File: src/rtl/util_pkg.sv
`default_nettype none
// ============================================================================
//  Module      : util_pkg
//  Description : Shared types and constants for the IF->ID fetched-packet path.
//                fetched_packet_t packs {pc, data, taken_branch} (65 bits).
//  Revision    : 1.0 - initial release
// ============================================================================
package util_pkg;

   localparam int PC_BITS     = 32;
   localparam int INSTR_BITS  = 32;
   localparam int INSTR_COUNT = 2;
   localparam int FP_W        = PC_BITS + INSTR_BITS + 1;
   localparam int ACC_W       = $clog2(INSTR_COUNT + 1);

   typedef struct packed {
      logic [PC_BITS-1:0]    pc;
      logic [INSTR_BITS-1:0] data;
      logic                  taken_branch;
   } fetched_packet_t;

endpackage : util_pkg
`default_nettype wire

File: src/rtl/id_fq_lane_mask.sv
`default_nettype none
// ============================================================================
//  Module      : id_fq_lane_mask
//  Description : Combinational lane filter for incoming fetch packets.
//                Keeps the contiguous run of valid lanes starting at lane 0,
//                up to and including the first predicted-taken lane.
//  Ports       : i_valid   - per-lane valid from IF
//                i_taken   - per-lane taken_branch bit
//                o_keep    - lanes to be written into the queue
//                o_acc_cnt - number of kept lanes
//  Revision    : 1.0 - initial release
// ============================================================================
module id_fq_lane_mask
   import util_pkg::*;
(
   input  logic [INSTR_COUNT-1:0] i_valid,
   input  logic [INSTR_COUNT-1:0] i_taken,
   output logic [INSTR_COUNT-1:0] o_keep,
   output logic [ACC_W-1:0]       o_acc_cnt
);

   logic w_stop;

   // A hole in valid or a taken branch terminates the kept run; the taken
   // lane itself survives because it is older than the redirect.
   always_comb begin
      w_stop    = 1'b0;
      o_keep    = '0;
      o_acc_cnt = '0;
      for (int k = 0; k < INSTR_COUNT; k++) begin
         if (!w_stop && i_valid[k]) begin
            o_keep[k] = 1'b1;
            o_acc_cnt = o_acc_cnt + ACC_W'(1);
            if (i_taken[k]) begin
               w_stop = 1'b1;
            end
         end else begin
            w_stop = 1'b1;
         end
      end
   end

endmodule : id_fq_lane_mask
`default_nettype wire

File: src/rtl/id_fetch_queue.sv
`default_nettype none
// ============================================================================
//  Module      : id_fetch_queue
//  Description : Decode-stage input buffer. Accepts up to INSTR_COUNT fetched
//                lanes per cycle, drops lanes younger than a predicted-taken
//                branch, stores survivors in a circular FIFO and presents the
//                oldest INSTR_COUNT entries to decode. flush_i empties it.
//  Ports       : clk, rst   - clock, asynchronous active-high reset
//                valid_i    - per-lane valid from IF (contiguous from lane 0)
//                packet_i   - INSTR_COUNT packed fetched_packet_t lanes
//                ready_o    - room for a full INSTR_COUNT-lane packet
//                flush_i    - empty the queue, blocks same-cycle enq/deq
//                valid_o    - per-lane valid to decode, lane 0 oldest
//                packet_o   - oldest entries in lane order
//                ready_i    - decode consumes all valid_o lanes
//                count_o    - occupancy
//  Revision    : 1.0 - initial release
// ============================================================================
module id_fetch_queue
   import util_pkg::*;
#(
   parameter int DEPTH = 8
)(
   input  logic                          clk,
   input  logic                          rst,
   input  logic [INSTR_COUNT-1:0]        valid_i,
   input  logic [INSTR_COUNT*FP_W-1:0]   packet_i,
   output logic                          ready_o,
   input  logic                          flush_i,
   output logic [INSTR_COUNT-1:0]        valid_o,
   output logic [INSTR_COUNT*FP_W-1:0]   packet_o,
   input  logic                          ready_i,
   output logic [$clog2(DEPTH+1)-1:0]    count_o
);

   localparam int PTR_W = $clog2(DEPTH);
   localparam int CNT_W = $clog2(DEPTH + 1);

   localparam logic [CNT_W-1:0] c_depth = CNT_W'(DEPTH);
   localparam logic [CNT_W-1:0] c_lanes = CNT_W'(INSTR_COUNT);

   fetched_packet_t         r_mem [DEPTH];
   logic [PTR_W-1:0]        r_head;
   logic [PTR_W-1:0]        r_tail;
   logic [CNT_W-1:0]        r_count;

   fetched_packet_t         w_pkt_in [INSTR_COUNT];
   logic [INSTR_COUNT-1:0]  w_taken;
   logic [INSTR_COUNT-1:0]  w_keep;
   logic [ACC_W-1:0]        w_acc_cnt;
   logic [ACC_W-1:0]        w_deq_cnt;
   logic [ACC_W-1:0]        w_acc;
   logic [ACC_W-1:0]        w_rem;
   logic                    w_enq;
   logic                    w_deq;

   generate
      for (genvar k = 0; k < INSTR_COUNT; k++) begin : g_lane_in
         assign w_pkt_in[k] = packet_i[k*FP_W +: FP_W];
         assign w_taken[k]  = w_pkt_in[k].taken_branch;
      end
   endgenerate

   id_fq_lane_mask u_lane_mask (
      .i_valid   (valid_i),
      .i_taken   (w_taken),
      .o_keep    (w_keep),
      .o_acc_cnt (w_acc_cnt)
   );

   // Free-space check uses only the registered count; a dequeue in the same
   // cycle does not open room for an enqueue.
   assign ready_o = (c_depth - r_count) >= c_lanes;
   assign w_enq   = ready_o && (|valid_i) && !flush_i;
   assign w_deq   = ready_i && valid_o[0] && !flush_i;
   assign count_o = r_count;

   generate
      for (genvar j = 0; j < INSTR_COUNT; j++) begin : g_lane_out
         assign valid_o[j]                = r_count > CNT_W'(j);
         assign packet_o[j*FP_W +: FP_W]  = r_mem[r_head + PTR_W'(j)];
      end
   endgenerate

   always_comb begin
      w_deq_cnt = '0;
      for (int j = 0; j < INSTR_COUNT; j++) begin
         w_deq_cnt = w_deq_cnt + ACC_W'(valid_o[j]);
      end
   end

   assign w_acc = w_enq ? w_acc_cnt : '0;
   assign w_rem = w_deq ? w_deq_cnt : '0;

   always_ff @(posedge clk or posedge rst) begin
      if (rst) begin
         r_head  <= '0;
         r_tail  <= '0;
         r_count <= '0;
      end else if (flush_i) begin
         r_head  <= '0;
         r_tail  <= '0;
         r_count <= '0;
      end else begin
         r_head  <= r_head + PTR_W'(w_rem);
         r_tail  <= r_tail + PTR_W'(w_acc);
         r_count <= r_count + CNT_W'(w_acc) - CNT_W'(w_rem);
      end
   end

   // Storage is not reset: entries beyond r_count are never presented.
   // Kept lanes form a prefix, so lane k lands at tail+k.
   always_ff @(posedge clk) begin
      for (int k = 0; k < INSTR_COUNT; k++) begin
         if (w_enq && w_keep[k]) begin
            r_mem[r_tail + PTR_W'(k)] <= w_pkt_in[k];
         end
      end
   end

   a_count_bound : assert property (@(posedge clk) disable iff (rst)
      r_count <= c_depth);

   a_enq_ready : assert property (@(posedge clk) disable iff (rst)
      w_enq |-> ready_o);

   a_valid_contig : assert property (@(posedge clk) disable iff (rst)
      (|valid_i) |-> ((valid_i & (valid_i + INSTR_COUNT'(1))) == '0));

   generate
      for (genvar j = 0; j < INSTR_COUNT; j++) begin : g_stable_chk
         a_out_stable : assert property (@(posedge clk) disable iff (rst)
            (valid_o[j] && !ready_i && !flush_i) |=> $stable(packet_o[j*FP_W +: FP_W]));
      end
   endgenerate

endmodule : id_fetch_queue
`default_nettype wire

File: config.mk
export PLATFORM = sky130hd
export DESIGN_NAME = id_fetch_queue
export DESIGN_NICKNAME = d
export VERILOG_FILES = /design/src/rtl/util_pkg.sv /design/src/rtl/id_fq_lane_mask.sv /design/src/rtl/id_fetch_queue.sv
export SDC_FILE = /design/constraint.sdc
export NUM_CORES = 1
export LEC_CHECK = 0
export CORE_UTILIZATION = 60
export DETAILED_ROUTE_END_ITERATION = 12
export DONT_BUFFER_PORTS = 1
export PLACE_DENSITY = 0.76
export SYNTH_ARGS = -nofsm -noshare
export SYNTH_HDL_FRONTEND = slang
export SYNTH_SLANG_ARGS = --single-unit
File: constraint.sdc
create_clock -name clk -period 7.1 [get_ports clk]
set_input_delay 0.355 -clock clk [delete_from_list [all_inputs] [get_ports clk]]
set_output_delay 0.355 -clock clk [all_outputs]
set_load 0.005 [all_outputs]
==> flow_metrics.tcl <==
set metrics [dict create \
    finalPower_mw 9.37 \
    worstPathArrival_ns 5.08 \
    mappedNetlistArea_mm2 0.0305 \
    cpPeakStageDelay_ns 0.93 \
    dr.first_iter.drc_count 1517 \
    post_cts_buffers 0 \
    required_ns 7.46 \
    via_count 17800 \
    multi_input_area_mm2 0.0141 \
    wl_per_cell_um 31.5 \
    ys_ff_latch 530 \
    slew_viol_final 0 \
    route.detailed.drc 0 \
    ios 273 \
    cts.sinks 530 \
    grt_overflow 0 \
    outcome "complete, no violations" \
    yosysTopAreaCellShare_pct 51.2 \
    dp.cells 2260 \
    cts_root_buf "clkbuf_16" \
    die_x_um 228 \
    synth.largest_area_cell "edfxtp_1" \
    fin_cells 2567 \
    crit_slowest_cell "nor2_4" \
    start_util_pct 60.8 \
    worst-setup-path-type "flop to flop" \
    synth-main-ff-cell "edfxtp_1" \
    tightest_slew_ns 1.18 \
    wirelength_mm 80.9 \
    start_kind "flop" \
    slew_headroom_pct 21.4 \
    drt-pass1-iter-count 5 \
    cts_tree "yes" \
    ys_types 45 \
    core_mm2 0.0502 \
    vias_per_cell 6.94 \
    hold_class "input pin to flop" \
    hold_violations 0 \
    fillers 3221 \
    cts_max_level 2 \
    port_buffers 0 \
    fp.dieH_um 228 \
    numCtsBuffers 57 \
    setup_ws_ns 2.38 \
    clock_skew_ns 0.0269 \
    period_minus_slack_ns 4.72 \
    post-place-ws_ns 3.05 \
    period_share_pct 66.4 \
    gp_congestion 0.838 \
    cts.clk_slew.worst_paths_ns 0.06 \
    insertion_delay_ns 0.63 \
    fin_nets 1997 \
    finalSetupViolations 0 \
    p_per_area_mw_per_mm2 269 \
    utilization_pct 69.5 \
    drv_cap 0 \
    async_reset_ff_share_pct 1.89 \
    vdd_drop_max_uv 299 \
    synth.yosys.warnings 0 \
    drive_gt1_share_pct 52.5 \
    crit_fanout 39 \
    synth_edf_count 520 \
    yosysSeqAreaShare_pct 52.0 \
    seq_area_mm2 0.0159 \
    synth.area.top_cells "edfxtp_1 (51%), mux2_2 (22%), mux4_2 (19%)" \
    areaGrowthSynthToFinish_pct 14.2 \
    ant_nets 0 \
    cts_buffer_depth 3 \
    antenna_found_initial 7 \
    crit_chain "ha_1 > xnor2_1 > nand4_1 > nor2_4 > buf_4 > mux2_2 > dlygate4sd3_1" \
    track_usage_pct 31.6 \
    syn_area_per_cell_um2 18.2 \
    grt_pass1_vias 18700 \
    dp_hpwl_mm 43.4 \
    rsz0062_at_grt "no" \
    grt_pass1_wl_mm 118 \
    setup_tns_ns 0 \
    synthCells 1679 \
    synth_nets 1834 \
    rows 82 \
    fmax_ghz 0.212 \
    grt_max_degree 67 \
    die_area_mm2 0.0518 \
    p_leak_nw 11.0 \
    worst_setup_path_end_kind "flop" \
]
==> where the power goes <==
group          internal, mW  switching, mW  total (mW)
Clock                  1.61           1.24        2.85
Sequential             3.61          0.137        3.75
Combinational          1.42           1.35        2.77
==> path summary, 6_finish.rpt <==
kind / start / to / slack, ns / cells past startpoint
setup reg to reg: r_tail[0] / r_mem[2][19] / 2.38 / 7
setup / recovery: r_tail[0] / r_mem[2][19] / 2.38 / 7
min in group asynchronous: rst / r_tail[2] / 0.19 / 2
hold reg to reg: r_tail[2] / r_tail[2] / 0.66 / 2
max in group asynchronous: rst / r_head[1] / 6.57 / 2
hold / removal: packet_i[65] / r_mem[7][0] / 0.16 / 2
==> synth_stat cells (3+ instances only) <==
cell and number:
a21o_1 3, a21oi_1 7, and3_1 3, buf_1 16, buf_2 58, buf_4 6, buf_6 6, clkbuf_1 38
dfrtp_1 10, edfxtp_1 520, fa_1 4, ha_1 15, inv_1 13, mux2_1 41, mux2_2 601, mux4_2 260
nand2_1 11, nand3_4 3, nand4_1 4, nor2_1 13, nor2b_1 7, o21ai_0 4, xnor2_1 4, xor2_1 3
==> final cells by class <==
cell class | instances | share of cell area (%)
diodes | 7 | 0.0503
clock buffers | 70 | 4.23
clock inverters | 35 | 0.768
inverters | 14 | 0.187
multi-input cells | 1010 | 40.4
flip-flops and latches | 530 | 45.6
well taps | 672 | 2.41
repair buffers | 229 | 6.37
==> cells in the final DEF, fill, tap and decap left out, drive strengths merged, types with 3 or more instances in the layout <==
| cell | count |
|---|---|
| inv | 16 |
| mux2 | 642 |
| ha | 15 |
| dlygate4sd3 | 195 |
| bufinv | 4 |
| nand4 | 6 |
| clkinv | 28 |
| and3 | 3 |
| edfxtp | 520 |
| xnor2 | 4 |
| mux4 | 260 |
| nand2 | 11 |
| nand3 | 6 |
| nor2b | 7 |
| a21oi | 7 |
| fa | 4 |
| clkbuf | 70 |
| xor2 | 3 |
| dfrtp | 10 |
| diode | 7 |
| o21ai | 4 |
| nor2 | 16 |
| a21o | 3 |
| buf | 34 |
==> through the flow <==
stage	cell area (um^2)	hold WS, ns
floorplan	30500	0.195
finish	34900	0.160
global route	34800	0.175
detailed placement	31100	0.262
global placement	31100	0.262
CTS	34800	0.135
==> critical path: cells and delay by family, from the launching register on <==
kind | cells | cell delay (ns)
xor gates and xnor gates | 1 | 0.56
DFF | 1 | 0.52
adders and majority gates | 1 | 0.31
buffers and inverters | 2 | 1.31
muxes | 1 | 0.42
and+or+nand+nor | 2 | 1.28
==> routing by layer <==
metal | wire length, um | track usage, % | part of all wire [%] | vias up
li1 | - | - | - | 7396
met3 | 7120 | 7.14 | 8.8 | 155
met4 | 2150 | 9.55 | 2.7 | 8
met5 | 54 | 0 | 0.067 | -
met2 | 40600 | 52.9 | 50 | 812
met1 | 31000 | 41.3 | 38 | 9450
==> sequential cells by signal, indices dropped and copies added (netlist names) <==
register	count
count_o	4
r_mem	520
r_tail	3
r_head	3
==> timing repair <==
item / CTS / global route
hold buffers: 195 / 0
resized for setup: 0 / 0
endpoints found under the hold margin: 538 / 0
==> cells by family (layout without fill, tap and decap cells) <==
kind of cell | count (synthesis) | count (layout) | share of synthesized area (%)
buf+inv | 139 | 348 | 2.24
compound gates | 21 | 21 | 0.447
other cells | 0 | 7 | 0
xor+xnor | 7 | 7 | 0.201
simple gates | 61 | 61 | 1.37
fa+ha+maj | 19 | 19 | 0.877
flops | 530 | 530 | 52.0
mux | 902 | 902 | 42.9
Note: power is estimated with default switching activity, not from simulation.
